<file path="src/rtl/display_pkg.sv">
// display_pkg: shared types and constants for the display update path.
// Used by the update sequencer and by lcd_write_responder.
//   update_t    : sequencer state, 3 bits
//   INIT_LENGTH : words in the init-command sequence
//   PIX_LEN     : words per pixel sequence (RAMWR command + pixel bytes)
//   RAMWR_CMD   : command byte opening every pixel sequence
package display_pkg;

  typedef enum logic [2:0] {
    IDLE   = 3'd0,
    SET_I  = 3'd1,
    SET    = 3'd2,
    SEND_I = 3'd3,
    SEND   = 3'd4,
    DONE   = 3'd5
  } update_t;

  localparam int          INIT_LENGTH = 40;
  localparam int          PIX_LEN     = 811;
  localparam logic [7:0]  RAMWR_CMD   = 8'h2C;

  // Lengths as 10-bit constants so word_idx compares stay width-matched.
  localparam logic [9:0]  INIT_LEN_W  = 10'(INIT_LENGTH);
  localparam logic [9:0]  PIX_LEN_W   = 10'(PIX_LEN);

  function automatic logic is_init_mode(update_t m);
    return (m == SET_I) || (m == SEND_I);
  endfunction

  function automatic logic is_pixel_mode(update_t m);
    return (m == SET) || (m == SEND);
  endfunction

endpackage

</file>
<file path="src/rtl/lcd_write_responder_if.sv">
// lcd_write_responder_if: sequencer handshake plus LCD 8080 write bus.
//   master : sequencer/frame-source side (drives mode, enable, wr, pix_in)
//   slave  : lcd_write_responder (drives pix_rd, cmd_finished, LCD pins, word_idx)
interface lcd_write_responder_if;
  import display_pkg::*;

  update_t     mode;
  logic        enable;
  logic        wr;
  logic [7:0]  pix_in;
  logic        pix_rd;
  logic        cmd_finished;
  logic [7:0]  lcd_data;
  logic        lcd_dcx;
  logic        lcd_wrx;
  logic        lcd_csx;
  logic [9:0]  word_idx;

  modport master (
    output mode, enable, wr, pix_in,
    input  pix_rd, cmd_finished, lcd_data, lcd_dcx, lcd_wrx, lcd_csx, word_idx
  );

  modport slave (
    input  mode, enable, wr, pix_in,
    output pix_rd, cmd_finished, lcd_data, lcd_dcx, lcd_wrx, lcd_csx, word_idx
  );

endinterface

</file>
<file path="src/rtl/lcd_init_rom.sv">
// lcd_init_rom: combinational init-command table, INIT_LENGTH x 9 bits.
//   idx  : word index (10 bits); indices past the table return 0
//   word : {dcx, byte}, dcx=0 for a command, 1 for a parameter byte
module lcd_init_rom
  import display_pkg::*;
(
  input  logic [9:0] idx,
  output logic [8:0] word
);

  always_comb begin
    word = 9'h000;
    case (idx)
      10'd0:  word = {1'b0, 8'h01};  // SWRESET
      10'd1:  word = {1'b0, 8'h11};  // SLPOUT
      10'd2:  word = {1'b0, 8'h3A};  // COLMOD
      10'd3:  word = {1'b1, 8'h55};
      10'd4:  word = {1'b0, 8'h36};  // MADCTL
      10'd5:  word = {1'b1, 8'h00};
      10'd6:  word = {1'b0, 8'h2A};  // CASET
      10'd7:  word = {1'b1, 8'h00};
      10'd8:  word = {1'b1, 8'h00};
      10'd9:  word = {1'b1, 8'h00};
      10'd10: word = {1'b1, 8'hEF};
      10'd11: word = {1'b0, 8'h2B};  // RASET
      10'd12: word = {1'b1, 8'h00};
      10'd13: word = {1'b1, 8'h00};
      10'd14: word = {1'b1, 8'h01};
      10'd15: word = {1'b1, 8'h3F};
      10'd16: word = {1'b0, 8'hB2};  // PORCTRL
      10'd17: word = {1'b1, 8'h0C};
      10'd18: word = {1'b1, 8'h0C};
      10'd19: word = {1'b1, 8'h00};
      10'd20: word = {1'b1, 8'h33};
      10'd21: word = {1'b1, 8'h33};
      10'd22: word = {1'b0, 8'hB7};  // GCTRL
      10'd23: word = {1'b1, 8'h35};
      10'd24: word = {1'b0, 8'hBB};  // VCOMS
      10'd25: word = {1'b1, 8'h19};
      10'd26: word = {1'b0, 8'hC0};  // LCMCTRL
      10'd27: word = {1'b1, 8'h2C};
      10'd28: word = {1'b0, 8'hC2};  // VDVVRHEN
      10'd29: word = {1'b1, 8'h01};
      10'd30: word = {1'b0, 8'hC3};  // VRHS
      10'd31: word = {1'b1, 8'h12};
      10'd32: word = {1'b0, 8'hC4};  // VDVS
      10'd33: word = {1'b1, 8'h20};
      10'd34: word = {1'b0, 8'hC6};  // FRCTRL2
      10'd35: word = {1'b1, 8'h0F};
      10'd36: word = {1'b0, 8'h21};  // INVON
      10'd37: word = {1'b0, 8'h13};  // NORON
      10'd38: word = {1'b0, 8'h29};  // DISPON
      10'd39: word = {1'b0, 8'h00};  // NOP
      default: word = 9'h000;
    endcase
  end

endmodule

</file>
<file path="src/rtl/lcd_write_responder.sv">
// lcd_write_responder: answers the update sequencer's enable/wr strobes and
// drives the 8080-style LCD write bus from the init ROM or the pixel stream.
//   clk, nrst : clock, asynchronous active-low reset
//   bus       : lcd_write_responder_if.slave (mode/enable/wr/pix_in in;
//               pix_rd, cmd_finished, lcd_data/dcx/wrx/csx, word_idx out)
module lcd_write_responder
  import display_pkg::*;
(
  input  logic                   clk,
  input  logic                   nrst,
  lcd_write_responder_if.slave   bus
);

  update_t     mode;
  logic        init_seq;
  logic        set_phase;
  logic        send_phase;
  logic        clear;
  logic        load;
  logic [9:0]  len;
  logic [8:0]  rom_word;

  logic [7:0]  data_q;
  logic        dcx_q;
  logic        wrx_q;
  logic        csx_q;
  logic        fin_q;
  logic [9:0]  idx_q;

  assign mode       = bus.mode;
  assign init_seq   = is_init_mode(mode);
  assign len        = init_seq ? INIT_LEN_W : PIX_LEN_W;
  assign set_phase  = (mode == SET_I) || (mode == SET);
  assign send_phase = (mode == SEND_I) || (mode == SEND);
  assign clear      = (mode == IDLE) || (mode == DONE);

  // The idx < len guard makes word_idx saturate at LEN and turns an
  // overrun enable into a no-op (no load, no pix_rd).
  assign load = bus.enable && set_phase && (idx_q < len);

  // Word 0 of a pixel sequence is RAMWR, so no pixel byte is consumed there.
  assign bus.pix_rd = load && (mode == SET) && (idx_q != 10'd0);

  lcd_init_rom u_rom (
    .idx  (idx_q),
    .word (rom_word)
  );

  // A load pulls wrx low on the same edge the data changes; wr raises it
  // one edge later. Data is only replaced by the next load, so it holds a
  // full cycle past the wrx rising edge.
  always_ff @(posedge clk or negedge nrst) begin
    if (!nrst) begin
      data_q <= 8'h00;
      dcx_q  <= 1'b1;
      wrx_q  <= 1'b1;
      csx_q  <= 1'b1;
      fin_q  <= 1'b0;
      idx_q  <= 10'd0;
    end else begin
      csx_q <= (mode == IDLE);
      if (clear) begin
        idx_q <= 10'd0;
        fin_q <= 1'b0;
      end else if (load) begin
        if (init_seq) begin
          {dcx_q, data_q} <= rom_word;
        end else if (idx_q == 10'd0) begin
          data_q <= RAMWR_CMD;
          dcx_q  <= 1'b0;
        end else begin
          data_q <= bus.pix_in;
          dcx_q  <= 1'b1;
        end
        idx_q <= idx_q + 10'd1;
        wrx_q <= 1'b0;
        if (idx_q == len - 10'd1) fin_q <= 1'b1;
      end else if (bus.wr && send_phase) begin
        wrx_q <= 1'b1;
      end
    end
  end

  assign bus.lcd_data     = data_q;
  assign bus.lcd_dcx      = dcx_q;
  assign bus.lcd_wrx      = wrx_q;
  assign bus.lcd_csx      = csx_q;
  assign bus.cmd_finished = fin_q;
  assign bus.word_idx     = idx_q;

  // Protocol checks: the sequencer must never strobe enable and wr together,
  // and must pass through IDLE/DONE when switching between init and pixel.
  a_no_enable_with_wr: assert property (
    @(posedge clk) disable iff (!nrst) !(bus.enable && bus.wr));

  a_no_family_switch: assert property (
    @(posedge clk) disable iff (!nrst)
      !((is_init_mode($past(mode)) && is_pixel_mode(mode)) ||
        (is_pixel_mode($past(mode)) && is_init_mode(mode))));

endmodule

</file>
<file path="src/flat_wrapper.sv">
// flat-port wrapper written by rule: the top's interface ports become plain ports
module lcd_write_responder_flat import display_pkg::*;
  (clk, nrst, bus_mode, bus_enable, bus_wr, bus_pix_in, bus_pix_rd, bus_cmd_finished, bus_lcd_data, bus_lcd_dcx, bus_lcd_wrx, bus_lcd_csx, bus_word_idx);
  lcd_write_responder_if bus_i ();
  input  logic clk;
  input  logic nrst;
  input wire logic [$bits(bus_i.mode)-1:0] bus_mode;
  input wire logic [$bits(bus_i.enable)-1:0] bus_enable;
  input wire logic [$bits(bus_i.wr)-1:0] bus_wr;
  input wire logic [$bits(bus_i.pix_in)-1:0] bus_pix_in;
  output wire logic [$bits(bus_i.pix_rd)-1:0] bus_pix_rd;
  output wire logic [$bits(bus_i.cmd_finished)-1:0] bus_cmd_finished;
  output wire logic [$bits(bus_i.lcd_data)-1:0] bus_lcd_data;
  output wire logic [$bits(bus_i.lcd_dcx)-1:0] bus_lcd_dcx;
  output wire logic [$bits(bus_i.lcd_wrx)-1:0] bus_lcd_wrx;
  output wire logic [$bits(bus_i.lcd_csx)-1:0] bus_lcd_csx;
  output wire logic [$bits(bus_i.word_idx)-1:0] bus_word_idx;
  assign bus_i.mode = bus_mode;
  assign bus_i.enable = bus_enable;
  assign bus_i.wr = bus_wr;
  assign bus_i.pix_in = bus_pix_in;
  assign bus_pix_rd = bus_i.pix_rd;
  assign bus_cmd_finished = bus_i.cmd_finished;
  assign bus_lcd_data = bus_i.lcd_data;
  assign bus_lcd_dcx = bus_i.lcd_dcx;
  assign bus_lcd_wrx = bus_i.lcd_wrx;
  assign bus_lcd_csx = bus_i.lcd_csx;
  assign bus_word_idx = bus_i.word_idx;
  lcd_write_responder u_core (.clk(clk), .nrst(nrst), .bus(bus_i));
endmodule
</file>
<file path="config.mk">
export PLATFORM = sky130hd
export DESIGN_NAME = lcd_write_responder_flat
export DESIGN_NICKNAME = d
export VERILOG_FILES = /design/src/rtl/display_pkg.sv /design/src/rtl/lcd_write_responder_if.sv /design/src/rtl/lcd_init_rom.sv /design/src/rtl/lcd_write_responder.sv /design/src/flat_wrapper.sv
export SDC_FILE = /design/constraint.sdc
export NUM_CORES = 1
export LEC_CHECK = 0
export ABC_AREA = 0
export BUFFER_PORTS_ARGS = -buffer_cell sky130_fd_sc_hd__buf_2
export CORE_MARGIN = 1.5
export CORE_UTILIZATION = 50
export DETAILED_ROUTE_END_ITERATION = 16
export PLACE_DENSITY = 0.78
export SYNTH_ARGS = -nofsm -noshare
export SYNTH_HDL_FRONTEND = slang
export SYNTH_SLANG_ARGS = --single-unit
</file>
<file path="constraint.sdc">
create_clock -name clk -period 3.19 [get_ports clk]
set_input_delay 0.319 -clock clk [delete_from_list [all_inputs] [get_ports clk]]
set_output_delay 0.319 -clock clk [all_outputs]
set_load 0.01 [all_outputs]
</file>
==> results of run 1 <==
worst reg2reg max path, stage by stage, from the launching register on:
cell and delay, ps:
dfrtp_1 490, inv_1 170, ha_1 360, mux2i_1 130, a22o_1 240, a2111oi_0 640
a2bb2oi_1 270, mux2_2 180
kinds of logic (layout without fill, tap and decap cells):
group / Yosys count / after routing / share of synthesized area [%]
AOI/OAI and AO/OA: 57 / 57 / 21.8
xor gates and xnor gates: 6 / 6 / 2.61
adders and majority gates: 12 / 12 / 7.46
buffers and inverters: 26 / 55 / 6.16
DFF: 22 / 22 / 27.6
muxes: 18 / 18 / 9.58
and+or+nand+nor: 90 / 90 / 24.9
routing by layer:
layer,vias up,GRT usage [%],wire length (um)
met1,923,34.1,2270
met3,9,5.96,432
li1,915,-,-
met5,-,0,0
met4,0,6.38,61
met2,79,39.8,2440
layout make-up:
type	count	area, um2
Fill cell	369	1510
Multi-Input combinational cell	183	1330
Sequential cell	22	554
Timing Repair Buffer	44	238
Tap cell	48	60.1
Clock buffer	4	45.0
Inverter	7	26.3
registers in the layout, indices dropped and copies added (netlist names):
| register | flops |
|---|---|
| u_core.bus.lcd_data | 8 |
| u_core.bus.cmd_finished | 1 |
| u_core.bus.lcd_csx | 1 |
| u_core.bus.lcd_dcx | 1 |
| u_core.bus.lcd_wrx | 1 |
| u_core.bus.word_idx | 10 |
final timing paths:
kind / slack, ps / end / from / depth (start not counted)
max: 440 / bus_pix_rd / u_core.bus.word_idx[5]$_DFFE_PN0P_ / 6
min: 7 / u_core.bus.word_idx[5]$_DFFE_PN0P_ / nrst / 1
max reg2reg: 660 / u_core.bus.lcd_data[2]$_DFFE_PN0P_ / u_core.bus.word_idx[1]$_DFFE_PN0P_ / 7
min reg2reg: 480 / u_core.bus.lcd_data[5]$_DFFE_PN0P_ / u_core.bus.lcd_data[5]$_DFFE_PN0P_ / 1
max in group asynchronous: 2810 / u_core.bus.lcd_dcx$_DFFE_PN1P_ / nrst / 1
min in group clk: 220 / u_core.bus.lcd_csx$_DFF_PN1_ / bus_mode[2] / 2
where the power goes:
| group | internal (mW) | switching, mW | leakage, nW | total (mW) |
|---|---|---|---|---|
| logic | 0.156 | 0.204 | 0.652 | 0.360 |
| registers | 0.332 | 0.0281 | 0.283 | 0.360 |
| clock network | 0.0893 | 0.0935 | 0.0228 | 0.183 |
| total | 0.577 | 0.326 | 0.958 | 0.903 |
cell usage in the layout (no fill, tap or decap), types with 4 or more instances in the layout:
cell type,count
buf_2,37
inv_1,6
ha_1,12
dfrtp_1,19
mux2_1,4
nand3_1,6
o31ai_1,4
nor3_1,5
nand2b_1,11
nor2_1,16
buf_4,7
o211ai_1,5
mux2i_1,8
nand2_1,17
nor4_1,7
a21oi_1,8
xnor2_1,5
mux2_2,6
o21ai_0,8
nor2b_1,7
==> summary.txt, run 1 <==
Floorplanning
  • Top Ports: 38
  • Chip Width: 66.4 um
  • DIE HEIGHT: 66.4 um
  • Row cnt: 22
  • Starting Density: 53.4%
  • Die ar.: 4410 um2
  • Core area: 3770 um2

Setup path
  • Crit path max-delay cell type: dfrtp_1
  • Startpoint Class: flip-flop
  • Worst-path fanout max: 22
  • Crit-path cells: nand3_1 > a32oi_1 > or2_1 > nor2_2 > and4_1 > buf_2
  • Cell family with most CP delay: flip-flops
  • Crit path arrival time: 2430 ps
  • CP Capture Type: primary output
  • Critical Path RT: 2870 ps
  • Kind of critical path: flip-flop to primary output
  • WP buf/inv: 1
  • Crit-path max cell delay: 810 ps

Final layout
  • Final Non-Filler Cells: 308
  • Inserted Diodes: 0
  • Final #Nets: 288
  • Fraction of layout cells with a size suffix above 1: 24.6%
  • Synthesis-to-layout area growth: 12.2%
  • Post-route cell area: 2260 um2
  • Layout Utilization: 59.9%

Clock tree
  • CTS Buf Count: 3
  • Clk sinks: 22
  • Hold Buf Count CTS: 0
  • Worst-Skew Late Latency: 270 ps
  • Clock Path Buffers: 2
  • Resized cells post-CTS: 0
  • Clk pin slew, worst setup/hold paths: 80 ps
  • CTS Root Cell: clkbuf_8
  • Post-CTS setup buffers: 0
  • CTS tree: done
  • H-tree levels: 1

Route
  • Post-Route WL: 5210 um
  • Routed vias/inst: 6.25
  • Via Count: 1,926
  • DR pass1 iterations: 4
  • Post-route DRC: 0
  • DRT antenna net count: 0
  • Iteration-0 DRC Markers: 154
  • Routed len/inst: 16.9 um

Timing
  • Final max-slew violation count: 0
  • Worst slew margin: 48.0%
  • Fin crit period: 2750 ps
  • Setup TNS: 0 ps
  • Setup WS post-layout: 440 ps
  • RSZ-0062 raised after global routing: false
  • Fin. Hold Viols: 0
  • Least-Margin Pin Slew: 780 ps
  • Setup violators final: 0
  • Final clock skew: 5.67 ps
  • FMAX: 0.364 GHz
  • Hold WS: 7.03 ps
  • Final worst path period share: 86.2%

Power and ir drop
  • Tot Pwr: 0.903 mW
  • VDD IR max: 0.364 mV
  • P_leak: 0.958 nW
  • Power per Cell Area: 400 nW/um2

Placement
  • Setup WS pre-CTS: 509 ps
  • Buffers added on ports: 37
  • Post-Place Cells: 304
  • Post-DP HPWL: 3790 um
  • DP Area: 2210 um2
  • Gp weighted congestion: 1.00

Synthesis
  • Dominant cells by area after synthesis: dfrtp_1 24%, ha_1 7.5%, mux2i_1 4.0%
  • Cell Area, Synth: 2010 um2
  • Post-synth cell types: 60
  • Area leader, netlist: dfrtp_1
  • Top-count cell post-synth: dfrtp_1
  • #FFs+latches synth: 22
  • Share of the synthesized area in the top cell type: 23.6%
  • Top_reg_cell synth: dfrtp_1
  • Synth top cells by count: 19 x dfrtp_1, 17 x nand2_1, 16 x nor2_1
  • Mapped Nets: 258
  • Seq/Total Area, Yosys: 27.5%
  • Post-synth EDFFs: 0
  • Syn. warnings: 0
  • Average size of a mapped cell: 8.71 um2
  • Post-synthesis cell count: 231
  • Async set-reset flop share out of synthesis: 100%

Global routing
  • Vias in the first global route: 1,681
  • Initial antenna violation count: 0
  • Largest net degree at the start of global routing: 26
  • First-pass GRT wire length: 8420 um
  • Global Route Usage Sum: 25.1%
  • Global route total overflow: 0

Flow run
  • Maxcap violations: 0

Min path
  • Worst hold path type: input pin to async pin

Status
  • Outcome: finished clean
Power figures use the tool's default switching activity.
==> run 2: changes to the inputs <==
--- a/config.mk
+++ b/config.mk
@@ -11,6 +11,7 @@
 export CORE_UTILIZATION = 50
 export DETAILED_ROUTE_END_ITERATION = 16
 export PLACE_DENSITY = 0.78
+export REMOVE_ABC_BUFFERS = 1
 export SYNTH_ARGS = -nofsm -noshare
 export SYNTH_HDL_FRONTEND = slang
 export SYNTH_SLANG_ARGS = --single-unit
==> run 2 against run 1 <==
  * The flow now finishes with violations (negative hold slack)
  * Final cell count stayed put
  * Core utilization rose by 0.27 points
  * Maximum frequency rose by 2.0%
  * Hold slack got worse by 14 ps
  * Design area up 0.44%
  * Critical path type unchanged
  * Largest power group is now combinational cells
==> summary.txt, run 2 (synthesized netlist as in run 1, its figures left out) <==
Status
  • Outcome: finished, violations left (was finished clean)
  • Failing checks: negative hold slack

Final layout
  • Reg area: 554 um2 (unchanged)
  • Post-route cell area: 2270 um2 (was 2260 um2)
  • Synthesis-to-layout area growth: 12.7% (was 12.2%)
  • Final #Nets: 288 (unchanged)
  • Most frequent cells in the layout: 37 x buf_2, 19 x dfrtp_1, 17 x nand2_1 (unchanged)
  • Most common cell after layout, fill and taps aside: buf_2 (unchanged)
  • Fraction of layout cells with a size suffix above 1: 25.0% (was 24.6%)
  • Multi-input logic area: 1330 um2 (unchanged)
  • Max reg flops: 10 (unchanged)
  • Inserted Diodes: 0 (unchanged)
  • FILL cells: 338 (was 369)

Timing
  • Setup TNS: 0 ps (unchanged)
  • Worst slew margin: 45.8% (was 48.0%)
  • RSZ-0062 raised after global routing: false (unchanged)
  • Final worst path period share: 84.5% (was 86.2%)
  • Final clock skew: 5.45 ps (was 5.67 ps)
  • Setup violators final: 0 (unchanged)
  • Hold WS: -6.88 ps (was 7.03 ps)
  • Fin. Hold Viols: 10 (was 0)
  • Final max-slew violation count: 0 (unchanged)
  • FMAX: 0.371 GHz (was 0.364 GHz)
  • Least-Margin Pin Slew: 813 ps (was 780 ps)
  • Fin crit period: 2690 ps (was 2750 ps)

Global routing
  • First-pass GRT wire length: 8610 um (was 8420 um)
  • Vias in the first global route: 1,695 (was 1,681)
  • Initial antenna violation count: 0 (unchanged)
  • Global route total overflow: 0 (unchanged)
  • Largest net degree at the start of global routing: 28 (was 26)
  • Global Route Usage Sum: 25.5% (was 25.1%)

Clock tree
  • Hold Buf Count CTS: 0 (unchanged)
  • CTS Root Cell: clkbuf_8 (unchanged)
  • Resized cells post-CTS: 0 (unchanged)
  • Clock Path Buffers: 2 (unchanged)
  • Clk pin slew, worst setup/hold paths: 80 ps (about the same)
  • CTS Buf Count: 3 (unchanged)
  • Worst-Skew Late Latency: 260 ps (was 270 ps)
  • H-tree levels: 1 (unchanged)
  • Post-CTS setup buffers: 0 (unchanged)
  • Clk sinks: 22 (unchanged)
  • CTS tree: done (unchanged)

Flow run
  • Maxcap violations: 0 (unchanged)

Route
  • Routed len/inst: 16.4 um (was 16.9 um)
  • Post-Route WL: 5060 um (was 5210 um)
  • Via Count: 1,877 (was 1,926)
  • Post-route DRC: 0 (unchanged)
  • DR pass1 iterations: 4 (unchanged)
  • Iteration-0 DRC Markers: 129 (was 154)
  • Routed vias/inst: 6.09 (was 6.25)
  • DRT antenna net count: 0 (unchanged)

Setup path
  • Kind of critical path: flip-flop to primary output (unchanged)
  • Crit path max-delay cell type: dfrtp_1 (unchanged)
  • Crit-path max cell delay: 870 ps (was 810 ps)
  • Startpoint Class: flip-flop (unchanged)
  • Crit path arrival time: 2380 ps (was 2430 ps)
  • CP Capture Type: primary output (unchanged)
  • Crit-path cells: nand2_1 > a32oi_1 > or2_1 > nor2_2 > and4_1 > buf_2 (was nand3_1 > a32oi_1 > or2_1 > nor2_2 > and4_1 > buf_2)
  • Worst-path fanout max: 25 (was 22)
  • Critical Path RT: 2870 ps (about the same)

Placement
  • Buffers added on ports: 37 (unchanged)
  • Gp weighted congestion: 0.902 (was 1.00)
  • DP Area: 2210 um2 (unchanged)
  • Post-DP HPWL: 3760 um (was 3790 um)

Floorplanning
  • Die ar.: 4410 um2 (unchanged)
  • Core area: 3770 um2 (unchanged)
  • DIE HEIGHT: 66.4 um (unchanged)
  • Starting Density: 53.4% (unchanged)
  • Top Ports: 38 (unchanged)
  • Row cnt: 22 (unchanged)
  • Chip Width: 66.4 um (unchanged)

Power and ir drop
  • P_leak: 0.963 nW (was 0.958 nW)
  • VDD IR max: 0.380 mV (was 0.364 mV)
  • Power per Cell Area: 406 nW/um2 (was 400 nW/um2)

Min path
  • Worst hold path type: input pin to async pin (unchanged)
## run 2: cell counts in the layout (fill, tap and decap cells not counted)
No cell type changed its count.
## run 2: report_power, final
| group | switching, mW | internal, mW | leakage [nW] |
|---|---|---|---|
| combinational | 0.208 | 0.155 | 0.651 |
| clock | 0.0915 | 0.110 | 0.0288 |
| sequential | 0.0242 | 0.332 | 0.283 |
## run 2: per-layer routing
layer | wire length [um] | up-vias | track usage, %
met4 | 73 | 0 | 7.65
met1 | 2460 | 886 | 39.2
met2 | 2240 | 67 | 36.9
li1 | - | 916 | -
met3 | 289 | 8 | 3.24
met5 | 0 | - | 0
## run 2: final cells by class
class                           instances  share of cell area, %
Sequential cell                        22                   24.4
Multi-Input combinational cell        183                   58.8
Timing Repair Buffer                   44                   10.5
Clock buffer                            4                   2.43
Inverter                                7                   1.16
Tap cell                               48                   2.65
## run 2: path summary, 6_finish.rpt
check	start	to	slack (ps)	cells after the start
worst max-delay path	u_core.bus.word_idx[4]$_DFFE_PN0P_	bus_pix_rd	500	6
worst min-delay path	nrst	u_core.bus.word_idx[6]$_DFFE_PN0P_	-7	1
worst max register to register	u_core.bus.word_idx[4]$_DFFE_PN0P_	u_core.bus.lcd_data[5]$_DFFE_PN0P_	780	6
worst min register to register	u_core.bus.lcd_data[6]$_DFFE_PN0P_	u_core.bus.lcd_data[6]$_DFFE_PN0P_	490	1
max in group asynchronous	nrst	u_core.bus.lcd_dcx$_DFFE_PN1P_	2840	1
min in group clk	bus_mode[2]	u_core.bus.lcd_csx$_DFF_PN1_	220	2
## run 2: metrics by stage
step | worst slack, ps | utilization [%] | power [mW] | std cells
global placement | 692 | 58.7 | 0.716 | 304
floorplan | 555 | - | 0.589 | 212
global route | 295 | 60.1 | 0.973 | 308
detailed placement | 647 | 58.7 | 0.721 | 304
CTS | 532 | 60.1 | 0.920 | 308
finish | 495 | 60.1 | 0.921 | 308
## run 2: worst max-delay path, delay by kind of cell, from the launching register on
kind / cells / cell delay, ps
buffers and inverters: 1 / 140
flip-flops: 1 / 870
AO/OA/AOI/OAI: 1 / 410
AND/OR/NAND/NOR: 4 / 690
